File: config.mk
export PLATFORM = sky130hd
export DESIGN_NAME = pps_loop_ctrl_flat
export DESIGN_NICKNAME = d
export VERILOG_FILES = /design/src/rtl/pps_loop_ctrl_pkg.sv /design/src/rtl/pps_loop_ctrl_if.sv /design/src/rtl/pps_loop_ctrl_sync_edge.sv /design/src/rtl/pps_loop_ctrl.sv /design/src/flat_wrapper.sv
export SDC_FILE = /design/constraint.sdc
export NUM_CORES = 1
export LEC_CHECK = 0
export BUFFER_PORTS_ARGS = -buffer_cell sky130_fd_sc_hd__buf_2
export CORE_MARGIN = 2
export CORE_UTILIZATION = 50
export CTS_BUF_LIST = sky130_fd_sc_hd__clkbuf_4
export DETAILED_ROUTE_END_ITERATION = 10
export PLACE_DENSITY = 0.68
export SETUP_SLACK_MARGIN = 0.3
export SLEW_MARGIN = 20
export SYNTH_ARGS = -nofsm -noshare
export SYNTH_HDL_FRONTEND = slang
export SYNTH_SLANG_ARGS = --single-unit
export TNS_END_PERCENT = 10
File: constraint.sdc
create_clock -name clk -period 5.2 [get_ports clk]
set_input_delay 0.52 -clock clk [delete_from_list [all_inputs] [get_ports clk]]
set_output_delay 0.52 -clock clk [all_outputs]
set_load 0.01 [all_outputs]
File: src/rtl/pps_loop_ctrl_pkg.sv
// Shared types and constants for the PPS-disciplined VCXO loop controller.
// The default widths match the 4 MHz VCXO with a 10-bit residue counter.
package pps_loop_ctrl_pkg;

  typedef enum logic [2:0] {
    StIdle,
    StAcquire,
    StTrack,
    StLocked,
    StHoldover
  } state_e;

  localparam int unsigned PwmWDefault       = 10;
  localparam int unsigned PwmMid            = 1 << (PwmWDefault - 1);
  localparam int unsigned NominalResDefault = 256;

  function automatic int unsigned abs_err(input int err);
    return (err < 0) ? unsigned'(-err) : unsigned'(err);
  endfunction

endpackage

File: src/rtl/pps_loop_ctrl_if.sv
// Bundle between the loop controller, the residue counter, the PWM generator and the panel.
// The master side is the controller; the slave side is everything around it.
interface pps_loop_ctrl_if #(
  parameter int unsigned CntW = 10,
  parameter int unsigned PwmW = 10
);
  logic            pps;
  logic            btn_n;
  logic [CntW-1:0] residue;
  logic            cnt_clr;
  logic [PwmW-1:0] pwm_set;
  logic            pwm_load;
  logic            st_low;
  logic            st_ok;
  logic            st_high;
  logic            locked;
  logic            holdover;
  logic            pps_toggle;

  modport master (
    input  pps, btn_n, residue,
    output cnt_clr, pwm_set, pwm_load, st_low, st_ok, st_high, locked, holdover, pps_toggle
  );

  modport slave (
    output pps, btn_n, residue,
    input  cnt_clr, pwm_set, pwm_load, st_low, st_ok, st_high, locked, holdover, pps_toggle
  );
endinterface

File: src/rtl/pps_loop_ctrl_sync_edge.sv
// Two-flop synchronizer with a registered rising-edge detector.
// level and rise are aligned: rise is high in the first cycle that level is high.
module pps_loop_ctrl_sync_edge (
  input  logic clk,
  input  logic rst_n,
  input  logic async_in,
  output logic level,
  output logic rise
);

  logic [2:0] sync_q;
  logic       rise_q;

  always_ff @(posedge clk or negedge rst_n) begin
    if (!rst_n) begin
      sync_q <= '0;
      rise_q <= 1'b0;
    end else begin
      sync_q <= {sync_q[1:0], async_in};
      rise_q <= sync_q[1] & ~sync_q[2];
    end
  end

  assign level = sync_q[2];
  assign rise  = rise_q;

endmodule

File: src/rtl/pps_loop_ctrl.sv
// Supervised PPS discipline loop: clears the residue counter on each qualified PPS edge,
// steps the PWM setpoint adaptively and runs acquire/track/lock/holdover sequencing.
module pps_loop_ctrl
  import pps_loop_ctrl_pkg::*;
#(
  parameter int unsigned CntW       = 10,
  parameter int unsigned PwmW       = 10,
  parameter int unsigned NominalRes = NominalResDefault,
  parameter int unsigned Tol        = 8,
  parameter int unsigned AcqThr     = 64,
  parameter int unsigned MaxStep    = 16,
  parameter int unsigned LockN      = 4,
  parameter int unsigned TmoCyc     = 5000000,
  parameter int unsigned TmoW       = 23
) (
  input logic            clk,
  input logic            rst_n,
  pps_loop_ctrl_if.master bus
);

  localparam int unsigned LockW = $clog2(LockN + 1);
  localparam int PwmMax = (1 << PwmW) - 1;
  localparam logic [PwmW-1:0] PwmRst = PwmW'(1) << (PwmW - 1);

  logic pps_rise, btn_level, btn_rise, unused_pps_level;

  pps_loop_ctrl_sync_edge u_pps_sync (
    .clk      (clk),
    .rst_n    (rst_n),
    .async_in (bus.pps),
    .level    (unused_pps_level),
    .rise     (pps_rise)
  );

  // Button is synchronized inverted so "pressed" is the rising level.
  pps_loop_ctrl_sync_edge u_btn_sync (
    .clk      (clk),
    .rst_n    (rst_n),
    .async_in (~bus.btn_n),
    .level    (btn_level),
    .rise     (btn_rise)
  );

  state_e            state_q, state_d;
  logic [TmoW-1:0]   tmo_q, tmo_d;
  logic [LockW-1:0]  lock_q, lock_d;
  logic [PwmW-1:0]   pwm_q, pwm_d;
  logic              load_q, load_d;
  logic [2:0]        st_q, st_d;  // {low, ok, high}
  logic              locked_q, locked_d;
  logic              hold_q, hold_d;
  logic              toggle_q;

  logic signed [CntW-1:0] err_s;
  int                     err_i;
  int unsigned            abs_e, acq_step;
  logic                   in_win, active;
  int                     step, pwm_calc;

  assign err_s  = $signed(bus.residue - CntW'(NominalRes));
  assign err_i  = int'(err_s);
  assign abs_e  = abs_err(err_i);
  assign in_win = (abs_e <= Tol);
  assign active = state_q inside {StAcquire, StTrack, StLocked};

  always_comb begin
    state_d  = state_q;
    tmo_d    = tmo_q;
    lock_d   = lock_q;
    pwm_d    = pwm_q;
    load_d   = 1'b0;
    st_d     = st_q;
    locked_d = locked_q;
    hold_d   = hold_q;
    acq_step = abs_e >> 2;
    step     = 0;
    pwm_calc = int'(pwm_q);

    if (acq_step < 1) acq_step = 1;
    if (acq_step > MaxStep) acq_step = MaxStep;

    if (!active || pps_rise) begin
      tmo_d = '0;
    end else if (tmo_q < TmoW'(TmoCyc)) begin
      tmo_d = tmo_q + 1'b1;
    end

    if (btn_level) begin
      state_d  = StIdle;
      tmo_d    = '0;
      lock_d   = '0;
      pwm_d    = PwmRst;
      load_d   = btn_rise;
      st_d     = 3'b111;
      locked_d = 1'b0;
      hold_d   = 1'b0;
    end else if (pps_rise) begin
      if (!active) begin
        // First edge after idle or holdover only re-references the counter.
        state_d = StAcquire;
        hold_d  = 1'b0;
      end else begin
        step = (state_q == StAcquire) ? int'(acq_step) : (in_win ? 0 : 1);
        if (err_i < 0) pwm_calc = pwm_calc + step;
        else if (err_i > 0) pwm_calc = pwm_calc - step;
        if (pwm_calc < 0) pwm_calc = 0;
        if (pwm_calc > PwmMax) pwm_calc = PwmMax;
        pwm_d  = pwm_calc[PwmW-1:0];
        load_d = (pwm_d != pwm_q);
        st_d   = in_win ? 3'b010 : ((err_i < 0) ? 3'b100 : 3'b001);

        case (state_q)
          StAcquire: begin
            if (in_win) begin
              state_d = StTrack;
              lock_d  = LockW'(1);
            end
          end
          StTrack: begin
            if (in_win) begin
              lock_d = lock_q + 1'b1;
              if (int'(lock_q) + 1 >= int'(LockN)) begin
                state_d  = StLocked;
                locked_d = 1'b1;
              end
            end else begin
              lock_d = '0;
              if (abs_e > AcqThr) state_d = StAcquire;
            end
          end
          default: begin
            if (!in_win) begin
              state_d  = StTrack;
              lock_d   = '0;
              locked_d = 1'b0;
            end
          end
        endcase
      end
    end else if (active && tmo_d == TmoW'(TmoCyc)) begin
      state_d  = StHoldover;
      tmo_d    = '0;
      lock_d   = '0;
      st_d     = 3'b101;
      locked_d = 1'b0;
      hold_d   = 1'b1;
    end
  end

  always_ff @(posedge clk or negedge rst_n) begin
    if (!rst_n) begin
      state_q  <= StIdle;
      tmo_q    <= '0;
      lock_q   <= '0;
      pwm_q    <= PwmRst;
      load_q   <= 1'b0;
      st_q     <= 3'b101;
      locked_q <= 1'b0;
      hold_q   <= 1'b0;
      toggle_q <= 1'b0;
    end else begin
      state_q  <= state_d;
      tmo_q    <= tmo_d;
      lock_q   <= lock_d;
      pwm_q    <= pwm_d;
      load_q   <= load_d;
      st_q     <= st_d;
      locked_q <= locked_d;
      hold_q   <= hold_d;
      toggle_q <= toggle_q ^ pps_rise;
    end
  end

  assign bus.cnt_clr    = pps_rise;
  assign bus.pwm_set    = pwm_q;
  assign bus.pwm_load   = load_q;
  assign bus.st_low     = st_q[2];
  assign bus.st_ok      = st_q[1];
  assign bus.st_high    = st_q[0];
  assign bus.locked     = locked_q;
  assign bus.holdover   = hold_q;
  assign bus.pps_toggle = toggle_q ^ pps_rise;

endmodule

File: src/flat_wrapper.sv
// flat-port wrapper written by rule: the top's interface ports become plain ports
module pps_loop_ctrl_flat import pps_loop_ctrl_pkg::*;
#(
  parameter int unsigned CntW       = 10,
  parameter int unsigned PwmW       = 10,
  parameter int unsigned NominalRes = NominalResDefault,
  parameter int unsigned Tol        = 8,
  parameter int unsigned AcqThr     = 64,
  parameter int unsigned MaxStep    = 16,
  parameter int unsigned LockN      = 4,
  parameter int unsigned TmoCyc     = 5000000,
  parameter int unsigned TmoW       = 23
)
  (clk, rst_n, bus_pps, bus_btn_n, bus_residue, bus_cnt_clr, bus_pwm_set, bus_pwm_load, bus_st_low, bus_st_ok, bus_st_high, bus_locked, bus_holdover, bus_pps_toggle);
  pps_loop_ctrl_if #(.CntW(CntW), .PwmW(PwmW)) bus_i ();
  input logic clk;
  input logic rst_n;
  input wire logic [$bits(bus_i.pps)-1:0] bus_pps;
  input wire logic [$bits(bus_i.btn_n)-1:0] bus_btn_n;
  input wire logic [$bits(bus_i.residue)-1:0] bus_residue;
  output wire logic [$bits(bus_i.cnt_clr)-1:0] bus_cnt_clr;
  output wire logic [$bits(bus_i.pwm_set)-1:0] bus_pwm_set;
  output wire logic [$bits(bus_i.pwm_load)-1:0] bus_pwm_load;
  output wire logic [$bits(bus_i.st_low)-1:0] bus_st_low;
  output wire logic [$bits(bus_i.st_ok)-1:0] bus_st_ok;
  output wire logic [$bits(bus_i.st_high)-1:0] bus_st_high;
  output wire logic [$bits(bus_i.locked)-1:0] bus_locked;
  output wire logic [$bits(bus_i.holdover)-1:0] bus_holdover;
  output wire logic [$bits(bus_i.pps_toggle)-1:0] bus_pps_toggle;
  assign bus_i.pps = bus_pps;
  assign bus_i.btn_n = bus_btn_n;
  assign bus_i.residue = bus_residue;
  assign bus_cnt_clr = bus_i.cnt_clr;
  assign bus_pwm_set = bus_i.pwm_set;
  assign bus_pwm_load = bus_i.pwm_load;
  assign bus_st_low = bus_i.st_low;
  assign bus_st_ok = bus_i.st_ok;
  assign bus_st_high = bus_i.st_high;
  assign bus_locked = bus_i.locked;
  assign bus_holdover = bus_i.holdover;
  assign bus_pps_toggle = bus_i.pps_toggle;
  pps_loop_ctrl #(.CntW(CntW), .PwmW(PwmW), .NominalRes(NominalRes), .Tol(Tol), .AcqThr(AcqThr), .MaxStep(MaxStep), .LockN(LockN), .TmoCyc(TmoCyc), .TmoW(TmoW)) u_core (.clk(clk), .rst_n(rst_n), .bus(bus_i));
endmodule
==> results_dict.tcl, run 1 <==
set metrics [dict create \
    clkSinkCount 54 \
    crit_type "input port to register" \
    wl_um 12200 \
    cts_root_buf "clkbuf_4" \
    r2r_start "u_core.state_q[1]" \
    async_flop_share_pct 100 \
    synth_top_cells_by_count "nor2_1, dfrtp_1, nand2_1" \
    io_pins 32 \
    setup_violations 0 \
    leakage_uw 0.00242 \
    fin_crit_sh_pct 95.4 \
    stdcell_count 779 \
    grt_setup_unrepaired "true" \
    antenna_cells 0 \
    hold_end "u_core.u_pps_sync.sync_q[0]" \
    postRouteAntennaNets 0 \
    grt_use_total_pct 23.6 \
    grt_pass1_vias 4314 \
    synth_edf_count 0 \
    finalHoldViolCount 0 \
    numCtsBuffers 5 \
    firstDrtPassIters 5 \
    drt_iter0_drc 314 \
    grt_max_degree 55 \
    hold_start "bus_pps" \
    path_max_fanout 6 \
    die_y_um 103 \
    drc_errors 0 \
    core_area_mm2 0.00964 \
    tns_ns 0 \
    reg2reg_to "u_core.bus.pwm_load" \
    status "completed" \
    htree_levels 2 \
    cp_top_family "compound AO/OA/AOI/OAI gates" \
    reg2reg_slack_ns 1.21 \
    startpoint_type "input port" \
    synth-seq-cells 54 \
    synth.avg_cell_area_um2 7.97 \
    area_delta_synth_final_pct 10.2 \
    synth_area_leader_cell "dfrtp_1" \
    synth_top_area_share_pct 26.1 \
    worstPathCellList "buf_2 -> or4_4 -> or4_4 -> and3_1 -> o32a_1 -> and3b_2 -> mux2i_2 -> ha_2 -> inv_1 -> fa_2 -> a21o_1 -> buf_4 -> a2111oi_4 -> xnor2_1 -> o211ai_1 -> o31ai_2 -> a21o_1 -> xnor2_2 -> o2111ai_2 -> o41a_1" \
    die_w_um 103 \
    gpl.final_weighted_congestion 0.957 \
    start_util_pct 50.8 \
    die_area_mm2 0.0106 \
    relSlewSlack_pct 52.9 \
    worst-path-buf-inv 3 \
    multi_input_area_mm2 0.00334 \
    fin_crit_ns 4.96 \
    ir_worst_vdd_mv 0.132 \
    route.detailed.wl_per_inst_um 15.6 \
    placed_cells 768 \
    drive_above_1_share_pct 15.0 \
    grt_first_pass_wirelength_um 20400 \
    powerDensity_mw_per_mm2 182 \
    seq_area_frac_synth_pct 27.7 \
    path_depth 20 \
    setup_slack_ns 0.241 \
    hp-class "input port to register" \
    end_kind "register" \
    synth_most_common_cell "nor2_1" \
    cp.required_ns 5.46 \
    clockBufferDepth 2 \
    cp.arrival_ns 5.22 \
    synth_cell_types 78 \
    clk_pin_slew_ns 0.15 \
    viasPerCell 6.03 \
    yosys_warnings 0 \
    io_buffers 31 \
    finalClockSkew_ns 0.0183 \
    dp_hpwl_um 9040 \
    pre_cts_ws_ns -0.169 \
    cts_tree "done" \
    worstHoldPathCells 1 \
    worstMarginPinSlew_ns 0.706 \
    max_stage_delay_ns 0.55 \
    drv_cap 0 \
    rr_worst_depth 13 \
    area.sequential_mm2 0.00136 \
    final_max_slew_viol_count 0 \
    worst_skew_pair.late_latency_ns 0.38 \
    syn_area_mm2 0.00490 \
    syn_inst 614 \
    num_vias 4696 \
    ys.flop_type "dfrtp_1" \
    crit_slowest_cell "or4_4" \
    synthTopCellsByArea "dfrtp_1, ha_1, nor2_1" \
    gr-total-overflow 0 \
    fp-row-count 36 \
    fin_nets 686 \
    fmaxAchievable_ghz 0.202 \
    fillers 940 \
    antenna_found_initial 0 \
]
[cell usage in the layout, fill, tap and decap left out, drive strengths merged, types with 6 or more instances in the layout]
master  instances
nand2b         11
nand3          20
clkbuf          6
buf            55
conb           10
or2             8
a21o           12
nor4            8
xor2           13
o22ai           6
nor2b           8
xnor2          23
nand4          14
o21ai          31
nor3           18
nor2           62
a31oi          14
o31ai           8
or3             8
ha             25
mux2i          10
dfrtp          51
o211ai          8
and3           16
a21oi          37
nand2          45
inv            29
[cell families (layout without fill, tap and decap cells)]
logic type                 count (synthesis)  after routing  synth area share [%]
and+or+nand+nor                          247            247                  26.7
AOI/OAI and AO/OA                        166            166                  23.1
buffers and inverters                     69             93                  5.85
DFF                                       54             54                  27.7
xor gates and xnor gates                  36             36                  6.44
adders and majority gates                 27             27                  7.21
muxes                                     13             13                  2.89
other                                      2             10                 0.153
[metrics by stage]
| step | hold WS (ns) | total power, uW | utilization [%] | cell area [um2] |
|---|---|---|---|---|
| floorplan | 0.224 | 654 | - | 4950 |
| global placement | 0.334 | 733 | 54.5 | 5260 |
| detailed placement | 0.338 | 739 | 54.5 | 5260 |
| CTS | 0.225 | 984 | 55.5 | 5350 |
| global route | 0.215 | 1040 | 56.0 | 5400 |
| finish | 0.232 | 981 | 56.0 | 5400 |
[sequential cells by signal, indices dropped and copies added (netlist names), 3 cells and up]
name and cells:
u_core.u_pps_sync.sync_q 3, u_core.u_btn_sync.sync_q 3, u_core.state_q 3, u_core.lock_q 3
u_core.tmo_q 23, u_core.bus.pwm_set 10, u_core.st_q 3
[worst reg2reg max path: stages (launching register included)]
cell and delay, ns:
dfrtp_1 0.50, nor2_1 0.27, o2111ai_1 0.22, or2_2 0.34
ha_1 0.31, nor2b_1 0.15, o31a_1 0.28, o21ai_0 0.23
mux2i_1 0.24, o211ai_1 0.16, or4_1 0.49, a21oi_1 0.14
and3b_1 0.18, o41a_1 0.37
[layer usage]
| layer | GRT usage [%] | vias up | share of wire (%) |
|---|---|---|---|
| met5 | 0 | - | 0 |
| met4 | 6.78 | 0 | 1.9 |
| met3 | 2.24 | 16 | 4.4 |
| met2 | 40.5 | 123 | 49 |
| met1 | 31.9 | 2265 | 45 |
| li1 | - | 2292 | - |
[report_power, final]
group          total, uW  switching [uW]  internal [uW]  leakage [uW]
clock                236             128            108     0.0000459
sequential           450            16.4            433      0.000721
combinational        295             173            122       0.00165
total                981             318            663       0.00242
[what timing repair did]
item / in CTS / in global routing
gates resized for setup: 2 / 6
buffers inserted: 0 / 3
hold endpoints to repair: 0 / 0
setup endpoints to repair: 1 / 1
hold buffers: 0 / 0
pin swaps: 0 / 8
[worst max-delay path by stage]
| stage | from | endpoint | slack [ns] |
|---|---|---|---|
| after floorplan | bus_residue[0] | u_core.bus.pwm_load | 0.26 |
| after global placement | bus_residue[0] | u_core.bus.pwm_load | 0.009 |
| after detailed placement | bus_residue[0] | u_core.bus.pwm_load | -0.17 |
| after CTS | bus_residue[0] | u_core.bus.pwm_load | 0.31 |
| after global routing | bus_residue[0] | u_core.bus.pwm_load | 0.12 |
| final | bus_residue[0] | u_core.bus.pwm_load | 0.24 |
[final cells by class]
cell class                      count  area share, %
Timing Repair Buffer               55           6.22
Sequential cell                    54           25.1
Clock inverter                      2          0.719
Multi-Input combinational cell    499           61.9
Inverter                           30           2.09
Tap cell                          133           3.08
Clock buffer                        6          0.835
Power figures use the tool's default switching activity.
==> inputs of run 2 (changes only) <==
--- a/config.mk
+++ b/config.mk
@@ -15,5 +15,6 @@
 export SLEW_MARGIN = 20
 export SYNTH_ARGS = -nofsm -noshare
 export SYNTH_HDL_FRONTEND = slang
+export SYNTH_HIERARCHICAL = 1
 export SYNTH_SLANG_ARGS = --single-unit
 export TNS_END_PERCENT = 10
==> constraint.sdc (replaced) <==
create_clock -name clk -period 5.2 [get_ports clk]
set_input_delay 0.26 -clock clk [delete_from_list [all_inputs] [get_ports clk]]
set_output_delay 0.26 -clock clk [all_outputs]
set_load 0.01 [all_outputs]
==> results_dict.tcl, run 2 <==
set metrics [dict create \
    end_kind "register" \
    status "complete, but fails checks" \
    fin_crit_sh_pct 89.4 \
    clockBufferDepth 2 \
    htree_levels 2 \
    grt_first_pass_wirelength_um 20100 \
    startpoint_type "input port" \
    firstDrtPassIters 5 \
    syn_inst 595 \
    io_buffers 31 \
    area.sequential_mm2 0.00136 \
    crit_type "input port to register" \
    synth-seq-cells 54 \
    ys.flop_type "dfrtp_1" \
    synth_top_area_share_pct 26.7 \
    largest_reg_flops 23 \
    seq_area_frac_synth_pct 28.3 \
    synth.avg_cell_area_um2 8.04 \
    cp.arrival_ns 4.92 \
    start_util_pct 51.5 \
    synth_most_common_cell "nor2_1" \
    synth_edf_count 0 \
    yosys_warnings 6 \
    r2r_start "u_core/state_q[2]" \
    setup_slack_ns 0.553 \
    io_pins 32 \
    route.detailed.wl_per_inst_um 16.0 \
    grt_setup_unrepaired "false" \
    async_flop_share_pct 100 \
    drc_errors 0 \
    holdWs_ns -0.0189 \
    gpl.final_weighted_congestion 0.941 \
    die_w_um 102 \
    fin_nets 662 \
    final_util_pct 56.4 \
    clkSinkCount 54 \
    final_cell_mix "nor2_1, nand2_1, dfrtp_1, a21oi_1, buf_2" \
    gr-total-overflow 0 \
    stdcell_count 751 \
    fp-row-count 35 \
    ir_worst_vdd_mv 0.147 \
    postCtsSetupBuffers 0 \
    drive_above_1_share_pct 13.0 \
    finalHoldViolCount 12 \
    drv_cap 0 \
    fmaxAchievable_ghz 0.215 \
    hp-class "input port to async pin" \
    clk_pin_slew_ns 0.16 \
    die_y_um 102 \
    core_area_mm2 0.00928 \
    power.total_uw 987 \
    path_max_fanout 4 \
    worstMarginPinSlew_ns 0.783 \
    cp.required_ns 5.47 \
    finalClockSkew_ns 0.0172 \
    final_common_cell "nor2_1" \
    leakage_uw 0.00234 \
    powerDensity_mw_per_mm2 188 \
    synthTopCellsByArea "dfrtp_1, ha_1, nor2_1" \
    syn_area_mm2 0.00479 \
    relSlewSlack_pct 47.3 \
    drt_iter0_drc 468 \
    postRouteAntennaNets 0 \
    antenna_found_initial 0 \
    num_vias 4555 \
    regMostFlops "u_core/tmo_q" \
    wl_um 12000 \
    grt_use_total_pct 23.8 \
    numCtsBuffers 5 \
    dp_hpwl_um 8920 \
    multi_input_area_mm2 0.00329 \
    fin_crit_ns 4.65 \
    grt_pass1_vias 4121 \
    cts_root_buf "clkbuf_4" \
    synth_top_cells_by_count "nor2_1, nand2_1, dfrtp_1" \
    violations "negative hold slack" \
    antenna_cells 0 \
    cts_tree "done" \
    placed_cells 742 \
    synth_cell_types 78 \
    die_area_mm2 0.0104 \
    fillers 928 \
    setup_violations 0 \
    viasPerCell 6.07 \
    final_max_slew_viol_count 0 \
    worst_skew_pair.late_latency_ns 0.37 \
    grt_max_degree 55 \
    startpoint "bus_residue[0]" \
    pre_cts_ws_ns -0.205 \
    synth_area_leader_cell "dfrtp_1" \
    area_delta_synth_final_pct 9.44 \
]
## run 2: cell types whose count changed after synthesis, moves of 5 or more
cell / delta
nand2_1: +13
a31oi_1: -9
and3_1: -8
nor2_1: +8
clkbuf_1: -7
nand4_1: -7
nor3_1: -7
a22o_1: +6
mux2_2: +5
o21a_1: -5
## run 2: timing repair
item | 4_1_cts | 5_1_grt
gates resized for setup | 2 | 9
hold buffers | 1 | 0
pin swaps | 0 | 1
endpoints found under the hold margin | 1 | 0
setup endpoints to repair | 1 | 3
## run 2: worst max-delay path, cell delays in order
cell and delay [ns]:
buf_2 0.11, inv_1 0.09, ha_1 0.21, or4b_4 0.51, nor4_4 0.19, mux2_2 0.38
a22oi_2 0.16, or4_4 0.17, nand2_1 0.05, o21ai_1 0.12, ha_1 0.18, inv_1 0.05
fa_1 0.37, or2_2 0.35, a221oi_4 0.38, o31ai_1 0.14, mux2i_1 0.19, o211ai_1 0.18
or2_2 0.33, a221oi_2 0.24, o211a_1 0.19, a31oi_1 0.08
## run 2: where the power goes
part           internal (uW)  switching (uW)  total (uW)
Combinational            100             162         262
Sequential               432            13.7         446
Clock                    148             131         280
## run 2: per-layer routing
layer  GRT usage, %  vias to the layer above  wire length (um)
li1               -                     2197                 -
met1           36.0                     2160              5700
met2           35.5                      176              5300
met3           4.45                       22               805
met4           5.54                        0               185
met5              0                        -                 0
## run 2: area by class of cell
type	count	share of cell area, %
repair buffers	41	4.44
well taps	129	3.08
clock inverters	3	1.22
inverters	27	1.94
flip-flops and latches	54	25.9
clock buffers	5	0.717
multi-input cells	492	62.7
## run 2: cell families after synthesis
logic type,share of synthesized area [%]
AND/OR/NAND/NOR,26.7
AO/OA/AOI/OAI,22.7
buffers and inverters,5.10
flip-flops,28.3
XOR/XNOR,6.41
adder cells (fa/ha/maj),7.37
multiplexers,3.27
other,0.157
## run 2: per-stage QoR
step,TNS (ns),area [um2]
floorplan,0,4820
global placement,0,5060
detailed placement,-0.205,5060
CTS,0,5180
global route,0,5240
finish,0,5240
## run 2: worst paths after layout
path | end | slack (ns) | depth (start not counted)
setup / recovery | u_core/bus.pwm_load | 0.55 | 22
hold / removal | u_core/bus.pwm_set[8] | -0.02 | 2
setup reg to reg | u_core/bus.pwm_load | 1.24 | 14
hold reg to reg | u_core/u_btn_sync/sync_q[1] | 0.36 | 0
max in group asynchronous | u_core/bus.holdover | 4.75 | 2
min in group clk | u_core/u_btn_sync/sync_q[0] | 0.03 | 2
==> inputs of run 3 (changes only) <==
--- a/config.mk
+++ b/config.mk
@@ -15,6 +15,5 @@
 export SLEW_MARGIN = 20
 export SYNTH_ARGS = -nofsm -noshare
 export SYNTH_HDL_FRONTEND = slang
-export SYNTH_HIERARCHICAL = 1
 export SYNTH_SLANG_ARGS = --single-unit
 export TNS_END_PERCENT = 10
==> results_dict.tcl, run 3 (synthesis gave the netlist of run 1 again) <==
set metrics [dict create \
    path_max_fanout 8 \
    drv_cap 0 \
    cp_top_family "simple AND/OR/NAND/NOR gates" \
    fin_nets 675 \
    final_common_cell "nor2_1" \
    crit_top_cell "or4_1" \
    antenna_cells 0 \
    htree_levels 2 \
    place_area_mm2 0.00515 \
    num_vias 4620 \
    grt_pass1_vias 4230 \
    die_y_um 103 \
    firstDrtPassIters 5 \
    fillers 943 \
    core_area_mm2 0.00964 \
    route.detailed.wl_per_inst_um 15.6 \
    die_area_mm2 0.0106 \
    viasPerCell 6.02 \
    cp.arrival_ns 4.89 \
    regMostFlops "u_core.tmo_q" \
    status "completed" \
    tns_ns 0 \
    dr_wl_met3_um 473 \
    worst_skew_pair.late_latency_ns 0.38 \
    postRouteAntennaNets 0 \
    grt_use_total_pct 23.2 \
    start_util_pct 50.8 \
    drt-met1-wl_um 5450 \
    worstMarginPinSlew_ns 0.708 \
    area.sequential_mm2 0.00136 \
    ir_worst_vdd_mv 0.131 \
    met2WireLength_um 5870 \
    final_cell_mix "nor2_1, dfrtp_1, nand2_1, a21oi_1, buf_2" \
    cts_tree "done" \
    fp-row-count 36 \
    multi_input_area_mm2 0.00331 \
    cp.required_ns 5.47 \
    setup_violations 0 \
    seqPwrFrac_pct 49.2 \
    p_int_uw 598 \
    p_comb_share_pct 30.3 \
    power.total_uw 915 \
    die_w_um 103 \
    powerDensity_mw_per_mm2 174 \
    grt_first_pass_wirelength_um 20100 \
    clockBufferDepth 2 \
    numCtsBuffers 5 \
    grt_setup_unrepaired "false" \
    reg2reg_slack_ns 1.22 \
    antenna_found_initial 0 \
    io_buffers 31 \
    largest_reg_flops 23 \
    cts_root_buf "clkbuf_4" \
    gpl.final_weighted_congestion 0.962 \
    finalInstanceArea_mm2 0.00526 \
    fin_crit_ns 4.62 \
    dp_hpwl_um 8920 \
    power_frac_clock_pct 20.6 \
    fmaxAchievable_ghz 0.216 \
    finalHoldViolCount 0 \
    drive_above_1_share_pct 11.7 \
    final_max_slew_viol_count 0 \
    startpoint_type "input port" \
    highest_layer "met4" \
    crit_slowest_cell "or4_4" \
    worstPathCellList "buf_2 -> or4_4 -> or4_1 -> nor4_1 -> o32a_1 -> o2111ai_1 -> or2_2 -> ha_2 -> a21o_1 -> nand3_1 -> a31oi_1 -> nand4_1 -> and3_1 -> or4_1 -> a21oi_1 -> and3b_1 -> o41a_1" \
    clkSinkCount 54 \
    leakage_uw 0.00235 \
    worst-path-buf-inv 1 \
    wl_um 11900 \
    relSlewSlack_pct 52.8 \
    io_pins 32 \
    max_stage_delay_ns 0.55 \
    finalClockSkew_ns 0.0230 \
    p_switching_uw 317 \
    drt_iter0_drc 354 \
    crit_type "input port to register" \
    grt_max_degree 55 \
    gr-total-overflow 0 \
    hp-class "register to register" \
    area_delta_synth_final_pct 7.41 \
    fin_crit_sh_pct 88.9 \
    p_sw_share_pct 34.7 \
    clk_pin_slew_ns 0.16 \
    drc_errors 0 \
    end_kind "register" \
]
-- run 3: cell count changes in the layout (fill, tap and decap cells not counted), sizes merged, moves of 6 or more --
cell   previous run  this run
a22o              6         0
nor2b            14         8
nor2             72        62
nand2            57        45
nand4             7        14
a31oi             5        14
and3              8        16
-- run 3: path summary, 6_finish.rpt --
check	startpoint	endpoint	depth (start not counted)
min	u_core.u_pps_sync.sync_q[0]	u_core.u_pps_sync.sync_q[1]	0
min in group asynchronous	rst_n	u_core.bus.pwm_set[8]	3
max	bus_residue[0]	u_core.bus.pwm_load	17
max in group asynchronous	rst_n	u_core.tmo_q[16]	3
max reg2reg	u_core.state_q[1]	u_core.bus.pwm_load	13
min reg2reg	u_core.u_pps_sync.sync_q[0]	u_core.u_pps_sync.sync_q[1]	0
-- run 3: per-layer routing --
layer | up-vias | GRT usage [%]
met1 | 2212 | 30.9
met3 | 16 | 2.31
met2 | 114 | 40.2
met5 | - | 0
met4 | 0 | 6.68
li1 | 2278 | -
-- run 3: worst reg2reg max path, stage by stage (launching register included) --
cell and delay [ns]:
dfrtp_1 0.50, nor2_1 0.26, o2111ai_1 0.21, or2_2 0.36
ha_2 0.42, a21o_1 0.20, nand3_1 0.10, a31oi_1 0.25
nand4_1 0.15, and3_1 0.24, or4_1 0.52, a21oi_1 0.15
and3b_1 0.19, o41a_1 0.30
-- run 3: final cells by class --
type | instances | share of cell area (%)
repair buffers | 44 | 4.95
clock buffers | 5 | 0.714
well taps | 133 | 3.16
flip-flops and latches | 54 | 25.8
multi-input cells | 499 | 62.9
clock inverters | 3 | 0.381
inverters | 30 | 2.14
-- run 3: what timing repair did --
item                                    CTS  global route
resized for setup                         0             6
setup buffers                             0             0
endpoints found under the setup margin    0             1
endpoints found under the hold margin    17             0
hold buffers                              3             0
-- run 3: metrics by stage --
stage | hold WS [ns] | cells | setup slack [ns] | util (%)
global route | 0.379 | 768 | 0.323 | 54.6
detailed placement | 0.336 | 757 | 0.150 | 53.4
global placement | 0.334 | 757 | 0.287 | 53.4
floorplan | -0.0356 | 622 | 0.357 | -
CTS | 0.371 | 768 | 0.559 | 54.3
finish | 0.366 | 768 | 0.577 | 54.6
-- run 3: power by group through the flow --
stage	clock network [uW]	logic, uW	registers [uW]
floorplan	0	197	452
global placement	0	263	457
detailed placement	0	268	458
CTS	197	271	450
global route	215	308	452
finish	188	277	450
